File: src/rtl/uart_rx_fifo.sv
// 8N1 UART receiver feeding a show-ahead byte FIFO, all in the core clock domain.
// Completed bytes are pushed one cycle after the stop-bit sample; framing and overflow events pulse for one cycle.
module uart_rx_fifo #(
  parameter int CLKS_PER_BIT = 434,
  parameter int DEPTH_LOG2   = 4
) (
  input  logic       clk,
  input  logic       rst,
  input  logic       rxd,
  input  logic       rdreq,
  output logic [7:0] q,
  output logic       empty,
  output logic       full,
  output logic       frame_err,
  output logic       overrun
);

  localparam int CW    = $clog2(CLKS_PER_BIT);
  localparam int DEPTH = 1 << DEPTH_LOG2;

  localparam logic [CW-1:0]         HALF_LOAD = CW'(CLKS_PER_BIT / 2 - 1);
  localparam logic [CW-1:0]         FULL_LOAD = CW'(CLKS_PER_BIT - 1);
  localparam logic [DEPTH_LOG2:0]   DEPTH_CNT = (DEPTH_LOG2 + 1)'(DEPTH);

  typedef enum logic [2:0] {
    S_IDLE,
    S_START,
    S_DATA,
    S_STOP,
    S_BREAK
  } rx_state_e;

  // ---------------------------------------------------------------------------
  // Input synchronizer
  // ---------------------------------------------------------------------------
  logic rx_meta;
  logic rxs;

  // NOTE: sequential state uses non-blocking assignments so every flop samples
  // the pre-edge value of its neighbours, independent of statement order.
  always_ff @(posedge clk) begin
    if (rst) begin
      rx_meta <= 1'b1;
      rxs     <= 1'b1;
    end else begin
      rx_meta <= rxd;
      rxs     <= rx_meta;
    end
  end

  // ---------------------------------------------------------------------------
  // Receiver FSM
  // ---------------------------------------------------------------------------
  rx_state_e     state, state_n;
  logic [CW-1:0] bit_cnt, bit_cnt_n;
  logic [2:0]    bit_idx, bit_idx_n;
  logic [7:0]    shift, shift_n;
  logic          push_req, push_req_n;
  logic          frame_err_n;

  always_ff @(posedge clk) begin
    if (rst) begin
      state     <= S_IDLE;
      bit_cnt   <= '0;
      bit_idx   <= '0;
      shift     <= '0;
      push_req  <= 1'b0;
      frame_err <= 1'b0;
    end else begin
      state     <= state_n;
      bit_cnt   <= bit_cnt_n;
      bit_idx   <= bit_idx_n;
      shift     <= shift_n;
      push_req  <= push_req_n;
      frame_err <= frame_err_n;
    end
  end

  // NOTE: every output of this block is given a default before the case
  // statement, so no path can leave a signal unassigned and infer a latch.
  always_comb begin
    state_n     = state;
    bit_cnt_n   = (bit_cnt != '0) ? bit_cnt - 1'b1 : bit_cnt;
    bit_idx_n   = bit_idx;
    shift_n     = shift;
    push_req_n  = 1'b0;
    frame_err_n = 1'b0;

    unique case (state)
      S_IDLE: begin
        if (!rxs) begin
          state_n   = S_START;
          bit_cnt_n = HALF_LOAD;
        end
      end

      S_START: begin
        if (bit_cnt == '0) begin
          if (!rxs) begin
            state_n   = S_DATA;
            bit_cnt_n = FULL_LOAD;
            bit_idx_n = '0;
          end else begin
            state_n   = S_IDLE;
          end
        end
      end

      S_DATA: begin
        if (bit_cnt == '0) begin
          shift_n   = {rxs, shift[7:1]};
          bit_cnt_n = FULL_LOAD;
          if (bit_idx == 3'd7) begin
            state_n   = S_STOP;
          end else begin
            bit_idx_n = bit_idx + 3'd1;
          end
        end
      end

      S_STOP: begin
        // Leaving at mid-stop-bit lets the next start edge be caught on time.
        if (bit_cnt == '0) begin
          if (rxs) begin
            push_req_n  = 1'b1;
            state_n     = S_IDLE;
          end else begin
            frame_err_n = 1'b1;
            state_n     = S_BREAK;
          end
        end
      end

      S_BREAK: begin
        if (rxs) begin
          state_n = S_IDLE;
        end
      end

      default: state_n = S_IDLE;
    endcase
  end

  // ---------------------------------------------------------------------------
  // FIFO
  // ---------------------------------------------------------------------------
  logic [7:0]            mem [DEPTH];
  logic [DEPTH_LOG2-1:0] wr_ptr;
  logic [DEPTH_LOG2-1:0] rd_ptr;
  logic [DEPTH_LOG2:0]   count;
  logic [DEPTH_LOG2:0]   count_n;
  logic                  rd_en;
  logic                  wr_en;

  assign rd_en = rdreq && !empty;
  assign wr_en = push_req && ((count < DEPTH_CNT) || rd_en);

  always_comb begin
    count_n = count;
    unique case ({wr_en, rd_en})
      2'b10:   count_n = count + 1'b1;
      2'b01:   count_n = count - 1'b1;
      default: count_n = count;
    endcase
  end

  always_ff @(posedge clk) begin
    if (rst) begin
      wr_ptr  <= '0;
      rd_ptr  <= '0;
      count   <= '0;
      empty   <= 1'b1;
      full    <= 1'b0;
      overrun <= 1'b0;
    end else begin
      if (wr_en) wr_ptr <= wr_ptr + 1'b1;
      if (rd_en) rd_ptr <= rd_ptr + 1'b1;
      count   <= count_n;
      empty   <= (count_n == '0);
      full    <= (count_n == DEPTH_CNT);
      overrun <= push_req && !wr_en;
    end
  end

  // NOTE: the storage array has no reset; stale contents are never visible
  // because q is forced to zero while the FIFO is empty.
  always_ff @(posedge clk) begin
    if (wr_en) mem[wr_ptr] <= shift;
  end

  assign q = empty ? 8'h00 : mem[rd_ptr];

endmodule

File: config.mk
export PLATFORM = sky130hd
export DESIGN_NAME = uart_rx_fifo
export DESIGN_NICKNAME = d
export VERILOG_FILES = /design/src/rtl/uart_rx_fifo.sv
export SDC_FILE = /design/constraint.sdc
export NUM_CORES = 1
export LEC_CHECK = 0
export CAP_MARGIN = 20
export CORE_ASPECT_RATIO = 1.25
export CORE_MARGIN = 5
export CORE_UTILIZATION = 50
export CTS_CLUSTER_SIZE = 40
export DETAILED_ROUTE_END_ITERATION = 8
export GPL_TIMING_DRIVEN = 0
export PLACE_DENSITY = 0.73
export SYNTH_ARGS = -nofsm -noshare
export SYNTH_HDL_FRONTEND = slang
export SYNTH_SLANG_ARGS = --single-unit
File: constraint.sdc
create_clock -name clk -period 5.6 [get_ports clk]
set_clock_uncertainty 0.15 [all_clocks]
set_input_delay 1.12 -clock clk [delete_from_list [all_inputs] [get_ports clk]]
set_output_delay 1.12 -clock clk [all_outputs]
set_load 0.1 [all_outputs]
# After elaboration in Yosys (flattened, before gate mapping)
# Memories as Yosys holds them, arrays and structs flattened. A register that Yosys moved wholly into a read port is not among the register bits.
# Index checks and enable logic that the tools add are counted.
[classes]
addsub = 6
order_cmp = 1
eq_ne = 16
muxes = 28
n_bitwise = 2
reduce_logical = 15
[ops]
columns = ["op", "count"]
rows = [
  ["2-to-1 mux 9 bit", 5],
  ["2-to-1 mux 3 bit", 11],
  ["one-hot mux 9 bit (3 select lines)", 1],
  ["!= test 2 bit, second input constant", 8],
  ["one-hot mux 3 bit (5 select lines)", 1],
  ["one-hot mux 5 bit (2 select lines)", 1],
  ["zero test 9 bit", 1],
  ["nonzero test 9 bit", 1],
  ["subtractor 9 x 1 -> 9 bit, second input constant", 1],
  ["adder 4 x 1 -> 4 bit, second input constant", 2],
  ["2-to-1 mux 4 bit", 2],
  ["2-to-1 mux 8 bit", 1],
  ["== test 3 x 2 -> 1 bit, second input constant", 2],
  ["== test 3 bit, second input constant", 2],
  ["one-hot mux 3 bit (2 select lines)", 1],
  ["AND reduction 6 bit", 1],
  ["adder 5 x 1 -> 5 bit, second input constant", 1],
  ["== test 5 bit, second input constant", 1],
  ["zero test 5 bit", 1],
  ["< comparator 5 bit, second input constant", 1],
  ["AND reduction 5 bit", 1],
  ["subtractor 5 x 1 -> 5 bit, second input constant", 1],
  ["2-to-1 mux 1 bit", 4],
  ["adder 3 x 1 -> 3 bit, second input constant", 1],
  ["other kinds (12)", 16],
]
[totals]
regBits = 43
ram_bits = 128
input_bits = 4
n_memories = 1
[memory_table]
columns = ["name", "words", "word_bits", "rd", "rd_clocked_by_memory_dff", "wr", "line_no", "text"]
rows = [
  ["mem", 16, 8, 1, 1, 1, "147", "logic [7:0] mem [DEPTH];"],
]

# Longest topological paths before layout
[depth]
depth_word = 7
mapped_depth = 11
depth_no_buf = 11

# Worst setup path before layout
# No wires, ideal clock.
[synth_path]
path_type = "flip-flop to output port"
from = "register with a tool-made name"
to = "output port q[1]"
arrival_time_ns = 2.638
setup_slack_ns = 1.692
path_stages_with_launch = 6
path_buffers = 2
path_cell_list = "dfxtp_1 > clkbuf_1 > buf_2 > mux4_2 > mux4_2 > nor2b_1"
[synth_lines]
columns = ["item", "line_no", "text"]
rows = [
  ["end: declaration", "11", "output logic [7:0] q,"],
]

==> summary.md <==
| Metric | Value |
|---|---|
| WS Path Type | `flip-flop to primary output` |
| Minimum setup slack after placement | `1110 ps` |
| Number of cells traversed by the worst register-to-register path | `11` |
| Worst path top cell family by delay | `buffers and inverters` |
| Number of buffers created by CTS | `17` |
| Global-route wire length before repair | `21.7 mm` |
| Total wirelength of the detailed-routed design | `13.6 mm` |
| Chip width | `117 um` |
| Synthesized instance count | `450` |
| Minimum clock period after layout | `4900 ps` |
| Final Hold Slack | `273 ps` |
| Proportion of layout cells with a drive suffix above 1 | `0.167` |
| Global-route congestion overflow total | `0` |
| Post-CTS repair timing setup buffer count | `0` |
| Total routing resource utilization after global routing | `0.177` |
| Maximum count of clock buffers along a single path | `2` |
| Post-synthesis instance area | `0.00718 mm2` |
| Clock latency of the later-clocked register in the worst-skew pair | `420 ps` |
| Met2 Wirelength | `7.28 mm` |
| Number of antenna violations at the first check in global routing | `0` |
| Hold buffer count at CTS | `0` |
| Final sum of negative setup slack | `0 ps` |
| Synth-to-Final Area Change | `13.3%` |
| Final Hold Vio Count | `0` |
| Max transition margin | `0.347` |
| Cts repair resizes | `0` |
| Largest net degree at the start of global routing | `19` |
| Reg area | `0.00478 mm2` |
| Leading register cell type out of synthesis | `sky130_fd_sc_hd__edfxtp_1` |
| WP buf/inv | `3` |
| Number of maximum-capacitance violations | `0` |
| Setup-failing EPs final | `0` |
| IR drop worst, VDD | `0.000234 V` |
| Commonest cells after routing, fill and taps aside | `sky130_fd_sc_hd__edfxtp_1 (128), sky130_fd_sc_hd__dfxtp_1 (47), sky130_fd_sc_hd__mux4_2 (40)` |
| Total I/O pin count | `16` |
| Synthesized-area fraction occupied by and/or/nand/nor cells | `0.0890` |
| Endpoint of the most critical register-to-register path | `empty$_SDFF_PP1_` |
| Largest family of logic cells by synthesized area | `multiplexers` |
| CP dominant cell by count | `sky130_fd_sc_hd__mux4_2` |
| CP Launch Type | `flip-flop` |
| Die outline height | `144 um` |
| Worst hold path type | `flip-flop to flip-flop` |
| Maximum clock frequency | `0.204 GHz` |
| Nets in the synthesized netlist | `467` |
| Synthesis Warnings | `0` |
| Commonest non-fill, non-tap cell in the layout | `sky130_fd_sc_hd__edfxtp_1` |
| Setup slack, reg-to-reg | `2440 ps` |
| Final layout net count | `500` |
| Die Outline Area | `0.0169 mm2` |
| Adder-cell share of the synthesized area | `0.0226` |
| Residual DRC | `0` |
| Total power draw | `2.82 mW` |
| Power Density | `346 mW/mm2` |
| Sum of net half-perimeters after detailed placement | `9.16 mm` |
| Fraction of the cycle the final worst path needs | `0.875` |
| Post-route ant nets | `0` |
| Count of inserted antenna diode cells | `0` |
| Via/cell ratio | `5.71` |
| Metal3 WL | `609 um` |
| DR pass1 iterations | `5` |
| Effective utilization at floorplan | `0.505` |
| Worst min-delay path endpoint | `rxs$_SDFF_PP1_` |
| Fraction of the yosys area taken by sequential cells | `0.666` |
| Total number of placement rows | `49` |
| Largest fanout on the critical path | `10` |
| Hold Startpoint | `rx_meta$_SDFF_PP1_` |
| Min setup slack post-route | `698 ps` |
| Clock transition at path regs | `60 ps` |
| Mux contribution to synthesized area | `0.147` |
| Non-filler instance count after layout | `674` |
| Mean area per synthesized cell | `16.0 um2` |
| Max layer used | `met4` |
| Via count of the first global-routing pass | `3922` |
| TritonCTS clock tree | `yes` |
| Number of DRC markers in iteration 0 | `291` |
| Fill cell instance count of the final layout | `1131` |
| Cell Count Post-Placement | `642` |
| Area of the placeable core | `0.0142 mm2` |
| Cells along the critical path | `clkbuf_1 -> buf_2 -> mux4_2 -> mux4_2 -> nor2b_1 -> clkdlybuf4s50_1` |
| Clock Root Buffer | `sky130_fd_sc_hd__clkbuf_16` |
| Transition time of the tightest slew-check pin | `977 ps` |
| Total area of multi-input combinational cells | `0.00225 mm2` |
| Launch point of the worst reg-to-reg path | `empty$_SDFF_PP1_` |
| Count of pins over their slew limit | `0` |
| Worst-path cell with the longest stage delay | `sky130_fd_sc_hd__clkdlybuf4s50_1` |
| Cell depth of the worst min-delay path | `1` |
| Synth async-reset ratio | `0` |
| Data required time of the worst path | `4330 ps` |
| PortBufs | `14` |
| Routed length per placed instance | `20.2 um` |
| Fraction of synthesized cell area in xor and xnor cells | `0.0183` |
| Compound-cell area share of the yosys netlist | `0.0373` |
| Critical Path Max Stage Delay | `980 ps` |
| Wire length on met1 | `5.45 mm` |
| Flops & latches, synth | `175` |
| Number of distinct library cells after synthesis | `50` |
| Leakage | `2.76 nW` |
| Weighted congestion at the end of routability-driven global placement | `0.839` |
| Critical Path AT | `3630 ps` |
| Via count | `3850` |
| Setup repair after global routing missed its margin | `no` |
| Number of flops mapped to enable cells by yosys | `128` |
| H-tree levels | `4` |
| Critical Path Sink Type | `primary output` |
| Outcome | `completed` |
| Clk sinks | `175` |
## cells by family (layout without fill, tap and decap cells)
| family | Yosys count | count (layout) |
|---|---|---|
| adders and majority gates | 13 | 13 |
| buffers and inverters | 35 | 81 |
| xor gates and xnor gates | 15 | 15 |
| AOI/OAI and AO/OA | 39 | 39 |
| muxes | 55 | 55 |
| DFF | 175 | 175 |
| and+or+nand+nor | 118 | 118 |
## metrics by stage
| step | instance area (um2) | utilization |
|---|---|---|
| after floorplan | 7180 | - |
| after global placement | 7540 | 0.530 |
| after detailed placement | 7540 | 0.530 |
| after CTS | 8130 | 0.572 |
| after global routing | 8130 | 0.572 |
| final | 8130 | 0.572 |
## power breakdown
group | leakage, nW | switching (mW) | internal [mW]
logic | 0.906 | 0.123 | 0.0994
clock network | 0.289 | 0.458 | 0.709
registers | 1.57 | 0.0288 | 1.40
total | 2.76 | 0.610 | 2.21
## how the worst max path moves through the flow
| stage | startpoint | endpoint | slack, ps | depth (start not counted) |
|---|---|---|---|---|
| 6_report | flip-flop | q[6] | 700 | 6 |
| 5_1_grt | flip-flop | q[6] | 530 | 6 |
| 4_1_cts | flip-flop | q[7] | 650 | 6 |
| 3_5_place_dp | flip-flop | q[6] | 1110 | 6 |
| 3_3_place_gp | flip-flop | q[7] | 1110 | 6 |
| 2_1_floorplan | flip-flop | q[1] | 1690 | 5 |
## sequential cells by signal, summed over array words and instances, names as in the netlist, named ones only
name       count
bit_cnt        9
state          3
empty          1
bit_idx        3
rd_ptr         4
wr_ptr         4
push_req       1
overrun        1
rxs            1
mem          128
shift          8
count          5
frame_err      1
full           1
rx_meta        1
## synth_stat cells (all sizes together) (2+ instances only)
master    n  share of area
edfxtp  128           0.54
dfxtp    47           0.13
mux4     40           0.13
nor2     36          0.020
nand2    17         0.0089
clkbuf   15         0.0078
a21oi    14         0.0098
mux2i    14          0.020
and2     13          0.011
ha       13          0.023
inv      13         0.0068
nor2b    11         0.0096
nor3      9         0.0063
xor2      9          0.011
buf       7         0.0054
xnor2     6         0.0073
o21ai     5         0.0035
and4      4         0.0049
nand2b    4         0.0035
nor3b     4         0.0042
nand4     3         0.0026
nor4      3         0.0026
or2       3         0.0026
a21boi    2         0.0021
a22oi     2         0.0021
a31oi     2         0.0017
and3b     2         0.0024
nor4b     2         0.0024
o21a      2         0.0021
o311ai    2         0.0024
o31a      2         0.0024
or3       2         0.0017
## area by class of cell
class / instances / share of cell area
timing repair buffer: 14 / 0.0172
tap: 178 / 0.0274
clock inverter: 12 / 0.0175
inverter: 13 / 0.00600
sequential: 175 / 0.588
multi-input combinational: 240 / 0.277
clock buffer: 20 / 0.0549
buffer: 22 / 0.0117
## per-layer routing
layer  GRT usage  vias up
met3      0.0427       16
li1            -     1788
met1       0.219     1945
met5           0        -
met4      0.0616        0
met2       0.304      101
No activity file was read; power rests on OpenSTA's default activity.
